<file path="src/rtl/instruction_fetch.sv">
// Instruction fetch stage for the MIPS core: PC register, next-PC selection,
// instruction-memory request/ready handshake, a one-entry skid buffer and the
// IF/ID pipeline register. Branch/jump redirects arrive from decode (based on
// the instruction currently held in IF/ID) and resolve here; no delay slot.
//
// Ports:
//   clk            rising-edge clock
//   reset          asynchronous active-low reset
//   imem_req       fetch request (registered)
//   imem_addr      fetch address = current PC (registered, word aligned)
//   imem_rdata     instruction word, valid when imem_ready=1
//   imem_ready     memory completes the outstanding request this cycle
//   stall          decode cannot accept a new instruction
//   branch_taken   BEQ/BNE in IF/ID resolved taken (wins over jump)
//   jump           IF/ID holds J/JAL
//   ifid_valid     IF/ID holds a live instruction
//   ifid_instr     instruction in IF/ID (0 when flushed)
//   ifid_pc_plus4  PC+4 of the IF/ID instruction
module instruction_fetch #(
  parameter logic [31:0] PC_RESET = 32'h0040_0000
) (
  input  logic        clk,
  input  logic        reset,
  output logic        imem_req,
  output logic [31:0] imem_addr,
  input  logic [31:0] imem_rdata,
  input  logic        imem_ready,
  input  logic        stall,
  input  logic        branch_taken,
  input  logic        jump,
  output logic        ifid_valid,
  output logic [31:0] ifid_instr,
  output logic [31:0] ifid_pc_plus4
);

  typedef enum logic {
    S_FETCH = 1'b0,
    S_HOLD  = 1'b1
  } state_t;

  state_t      r_state, w_state_nxt;
  logic        r_req, w_req_nxt;
  logic [31:0] r_pc, w_pc_nxt;
  logic        r_ifid_valid, w_ifid_valid_nxt;
  logic [31:0] r_ifid_instr, w_ifid_instr_nxt;
  logic [31:0] r_ifid_pc4, w_ifid_pc4_nxt;
  logic [31:0] r_skid_instr, w_skid_instr_nxt;
  logic [31:0] r_skid_pc4, w_skid_pc4_nxt;
  logic        r_pend, w_pend_nxt;
  logic [31:0] r_pend_tgt, w_pend_tgt_nxt;

  logic        w_fire;
  logic        w_redirect;
  logic [31:0] w_pc_plus4;
  logic [31:0] w_target;

  function automatic logic [31:0] branch_target(input logic [31:0] pc4,
                                                input logic [15:0] imm);
    return pc4 + {{14{imm[15]}}, imm, 2'b00};
  endfunction

  function automatic logic [31:0] jump_target(input logic [3:0]  pc4_hi,
                                              input logic [25:0] idx);
    return {pc4_hi, idx, 2'b00};
  endfunction

  // Only a fetch that is actually outstanding can complete; the first cycle
  // after reset has no request on the bus yet.
  assign w_fire     = r_req & imem_ready;
  assign w_redirect = r_ifid_valid & (branch_taken | jump);
  assign w_pc_plus4 = r_pc + 32'd4;
  assign w_target   = branch_taken ? branch_target(r_ifid_pc4, r_ifid_instr[15:0])
                                   : jump_target(r_ifid_pc4[31:28], r_ifid_instr[25:0]);

  always_comb begin
    w_state_nxt      = r_state;
    w_pc_nxt         = r_pc;
    w_ifid_valid_nxt = r_ifid_valid;
    w_ifid_instr_nxt = r_ifid_instr;
    w_ifid_pc4_nxt   = r_ifid_pc4;
    w_skid_instr_nxt = r_skid_instr;
    w_skid_pc4_nxt   = r_skid_pc4;
    w_pend_nxt       = r_pend;
    w_pend_tgt_nxt   = r_pend_tgt;

    if (r_state == S_FETCH) begin
      if (r_pend) begin
        // The request in flight when the redirect arrived must finish before
        // the address may change; its data belongs to the dead path.
        if (w_fire) begin
          w_pc_nxt   = r_pend_tgt;
          w_pend_nxt = 1'b0;
        end
      end else if (w_redirect) begin
        w_ifid_valid_nxt = 1'b0;
        w_ifid_instr_nxt = '0;
        if (w_fire || !r_req) begin
          w_pc_nxt = w_target;
        end else begin
          w_pend_nxt     = 1'b1;
          w_pend_tgt_nxt = w_target;
        end
      end else if (w_fire) begin
        w_pc_nxt = w_pc_plus4;
        if (!stall) begin
          w_ifid_valid_nxt = 1'b1;
          w_ifid_instr_nxt = imem_rdata;
          w_ifid_pc4_nxt   = w_pc_plus4;
        end else begin
          // Decode is blocked: park the word so the bus request can drop.
          w_skid_instr_nxt = imem_rdata;
          w_skid_pc4_nxt   = w_pc_plus4;
          w_state_nxt      = S_HOLD;
        end
      end
    end else begin
      if (w_redirect) begin
        w_pc_nxt         = w_target;
        w_ifid_valid_nxt = 1'b0;
        w_ifid_instr_nxt = '0;
        w_state_nxt      = S_FETCH;
      end else if (!stall) begin
        w_ifid_valid_nxt = 1'b1;
        w_ifid_instr_nxt = r_skid_instr;
        w_ifid_pc4_nxt   = r_skid_pc4;
        w_state_nxt      = S_FETCH;
      end
    end

    // Request is a register so it never depends combinationally on inputs.
    w_req_nxt = (w_state_nxt == S_FETCH);
  end

  always_ff @(posedge clk or negedge reset) begin
    if (!reset) begin
      r_state      <= S_FETCH;
      r_req        <= 1'b0;
      r_pc         <= PC_RESET;
      r_ifid_valid <= 1'b0;
      r_ifid_instr <= '0;
      r_ifid_pc4   <= '0;
      r_skid_instr <= '0;
      r_skid_pc4   <= '0;
      r_pend       <= 1'b0;
      r_pend_tgt   <= '0;
    end else begin
      r_state      <= w_state_nxt;
      r_req        <= w_req_nxt;
      r_pc         <= w_pc_nxt;
      r_ifid_valid <= w_ifid_valid_nxt;
      r_ifid_instr <= w_ifid_instr_nxt;
      r_ifid_pc4   <= w_ifid_pc4_nxt;
      r_skid_instr <= w_skid_instr_nxt;
      r_skid_pc4   <= w_skid_pc4_nxt;
      r_pend       <= w_pend_nxt;
      r_pend_tgt   <= w_pend_tgt_nxt;
    end
  end

  assign imem_req      = r_req;
  assign imem_addr     = r_pc;
  assign ifid_valid    = r_ifid_valid;
  assign ifid_instr    = r_ifid_instr;
  assign ifid_pc_plus4 = r_ifid_pc4;

endmodule
</file>
<file path="config.mk">
export PLATFORM = sky130hd
export DESIGN_NAME = instruction_fetch
export DESIGN_NICKNAME = d
export VERILOG_FILES = /design/src/rtl/instruction_fetch.sv
export SDC_FILE = /design/constraint.sdc
export NUM_CORES = 1
export LEC_CHECK = 0
export ABC_AREA = 1
export BUFFER_PORTS_ARGS = -buffer_cell sky130_fd_sc_hd__buf_2
export CORE_MARGIN = 5
export CORE_UTILIZATION = 45
export CTS_CLUSTER_DIAMETER = 40
export DETAILED_ROUTE_END_ITERATION = 10
export GPL_ROUTABILITY_DRIVEN = 0
export SLEW_MARGIN = 20
export SYNTH_ARGS = -nofsm -noshare
export SYNTH_HDL_FRONTEND = slang
export SYNTH_SLANG_ARGS = --single-unit
</file>
<file path="constraint.sdc">
create_clock -name clk -period 2.94 [get_ports clk]
set_clock_uncertainty 0.15 [all_clocks]
set_input_delay 0 -clock clk [delete_from_list [all_inputs] [get_ports clk]]
set_output_delay 0 -clock clk [all_outputs]
set_load 0.1 [all_outputs]
</file>
==> results.json <==
{
  "grt_first_pass_wirelength_um": 62900,
  "drv_slew": 0,
  "final_nets": 1869,
  "hold_slack_ps": -27.2,
  "met3_usage": 0.0384,
  "clk_latency_ps": 440,
  "setup_tns_ps": 0,
  "violations": "negative hold slack",
  "start_util": 0.454,
  "dr.pass1.iters": 6,
  "worstSetupEndpointType": "flop",
  "grtUsageMet2": 0.451,
  "syn-cell-area_um2": 11800,
  "worst_pin_slew_ps": 870,
  "gr-usage-met1": 0.368,
  "drive_gt1_frac": 0.122,
  "finalHoldViolations": 8,
  "num_rows": 59,
  "cpPeakStageDelay_ps": 430,
  "areaGrowthSynthToFinish_pct": 17.3,
  "cts_tree": "done",
  "num_vias": 11600,
  "drv_cap": 0,
  "yosys.area.top_type": "dfrtp_1",
  "dp_hpwl_um": 29000,
  "critical_path_arrival_ps": 2930,
  "synth_warnings": 0,
  "grt_pass1_vias": 11400,
  "async_flop_share": 1.00,
  "slowest_stage": "dfrtp_1",
  "via_per_inst": 5.42,
  "timing.fmax_mhz": 361,
  "cts_buffer_depth": 2,
  "clockRootBuffer": "clkbuf_16",
  "cts_buffers": 17,
  "die_h_um": 172,
  "boundaryPins": 136,
  "diodes": 0,
  "drtAntennaViolNets": 0,
  "syn_area_per_cell_um2": 7.17,
  "outcome": "finished, violations left",
  "core_um2": 25900,
  "grt_max_degree": 80,
  "post_drt_wl_per_cell_um": 18.6,
  "synth_cells": 1643,
  "port_buffers": 135,
  "overflow": 0,
  "dieArea_um2": 29500,
  "rsz0062_at_grt": "false",
  "htreeDepth": 4,
  "min_period_ps": 2770,
  "setup_viol": 0,
  "cp.required_ps": 3100,
  "fin_crit_sh": 0.943,
  "grt.total_usage": 0.275,
  "drc_errors": 0,
  "synth_cell_types": 50,
  "synth_edf_count": 0,
  "clkSlewWorstSetupHoldPaths_ps": 80,
  "synth_top_area_share": 0.414,
  "synth_ff_type": "dfrtp_1",
  "path_class": "flop to flop",
  "drtIter0Drc": 999,
  "cp_max_fo": 6,
  "cp-start-kind": "flop",
  "antenna_found_initial": 0,
  "synthTopCellsByArea": "dfrtp_1 41%, nand2_1 16%, inv_1 7.4%",
  "routed_wl_um": 39900,
  "die_x_um": 172,
  "cts_resized": 0,
  "synth_seq_cells": 196,
  "cts_sinks": 196,
  "seq_area_frac_synth": 0.417,
  "min-delay-path-class": "input pin to asynchronous set/reset pin",
  "crit_chain": "buf_4, ha_1, nand2_1, nor2_1, nand2_1, nor3_1, nand2_1, nand3_1, nand3_1, nand3_1, o21ai_0",
  "syn_nets": 1712,
  "top_usage_layer": "met2",
  "slew_headroom": 0.420
}
state kept, by name (all words and copies together), names as in the netlist:
| signal | count |
|---|---|
| ifid_instr | 32 |
| ifid_pc_plus4 | 32 |
| ifid_valid | 1 |
| imem_addr | 32 |
| imem_req | 1 |
| r_pend | 1 |
| r_pend_tgt | 32 |
| r_skid_instr | 32 |
| r_skid_pc4 | 32 |
| r_state | 1 |
cell type report:
class                   instances  area, um^2
fillers                      2589       12100
multi-input cells            1137        5670
flip-flops and latches        196        4910
repair buffers                208        1350
inverters                     240         901
clock buffers                  17         425
well taps                     335         419
clock inverters                13         139
stage by stage:
| stage | utilization | std cells | hold WS, ps | area (um^2) | worst slack, ps |
|---|---|---|---|---|---|
| after global placement | 0.496 | 2077 | -77.2 | 12900 | 194 |
| final | 0.533 | 2146 | -27.2 | 13800 | 168 |
| after global routing | 0.533 | 2146 | 45.9 | 13800 | 9.82 |
| after detailed placement | 0.496 | 2077 | -70.9 | 12900 | 258 |
| after floorplan | - | 1643 | -446 | 11800 | 125 |
| after CTS | 0.532 | 2144 | 21.3 | 13800 | 125 |
layout by cell type, fill, tap and decap left out, drive strengths merged:
master	instances
inv	247
a211oi	1
clkbuf	18
o21bai	3
or2	5
ha	30
and3	1
dfstp	1
o21ai	189
fa	1
nand2	492
a22oi	9
xnor2	11
a21o	1
o2111ai	16
nor3b	1
nor3	21
a2bb2oi	2
o22ai	5
buf	170
dfrtp	195
nor4	1
o211ai	25
nand4	9
nor2	95
nand3b	1
a21boi	15
nand3	96
clkinv	6
a21oi	67
xor2	23
o221ai	1
a221oi	2
dlygate4sd3	37
o21a	4
and2	2
a31oi	8
critical path: cells and delay by family (launching register included):
| kind | cells | cell delay, ps |
|---|---|---|
| fa+ha+maj | 1 | 370 |
| flops | 1 | 430 |
| simple gates | 8 | 1420 |
| compound gates | 1 | 80 |
| buf+inv | 1 | 190 |
path summary, 6_finish.rpt:
check | start | endpoint | slack [ps] | depth (start not counted)
setup / recovery | ifid_instr[15]$_DFFE_PN0P_ | r_pend_tgt[27]$_DFFE_PN0P_ | 170 | 11
hold / removal | reset | r_skid_instr[20]$_DFFE_PN0P_ | -30 | 2
setup reg to reg | ifid_instr[15]$_DFFE_PN0P_ | r_pend_tgt[27]$_DFFE_PN0P_ | 170 | 11
hold reg to reg | r_skid_pc4[5]$_DFFE_PN0P_ | r_skid_pc4[5]$_DFFE_PN0P_ | 320 | 2
max in group asynchronous | reset | imem_addr[22]$_DFFE_PN1P_ | 1810 | 3
min in group clk | branch_taken | r_pend_tgt[1]$_DFFE_PN0P_ | 80 | 4
per-layer routing:
metal	vias up	part of all wire
met5	-	0
met3	77	0.058
met2	387	0.47
met4	0	0.042
met1	5558	0.43
li1	5610	-
cell usage after synthesis, types with 3 or more instances:
library cell	count
o211ai_1	24
o2111ai_1	16
a22oi_1	9
a21boi_1	11
inv_1	233
a31oi_1	8
nand2_1	491
nor2_1	94
ha_1	30
o22ai_1	5
a21boi_0	4
o21a_1	4
xor2_1	23
nor3_1	19
xnor2_1	11
nand3_1	93
o21bai_1	3
a21oi_1	67
dfrtp_1	195
buf_2	18
buf_4	4
inv_2	7
clkbuf_1	43
o21ai_1	44
o21ai_0	143
nand4_1	9
buf_1	5
timing repair:
action                                 4_1_cts  5_1_grt
hold buffers                                37        0
endpoints found under the hold margin      210        0
setup endpoints to repair                    0        3
buffers inserted                             0        2
cell families after synthesis:
family                   count (synthesis)  synth area share
adder cells (fa/ha/maj)                 31            0.0336
AND/OR/NAND/NOR                        724             0.252
buffers and inverters                  310             0.102
XOR/XNOR                                34            0.0253
AO/OA/AOI/OAI                          348             0.170
flip-flops                             196             0.417
Power is not shown: default switching activity piles up to over one toggle a cycle in this logic, so the estimate is an artifact.
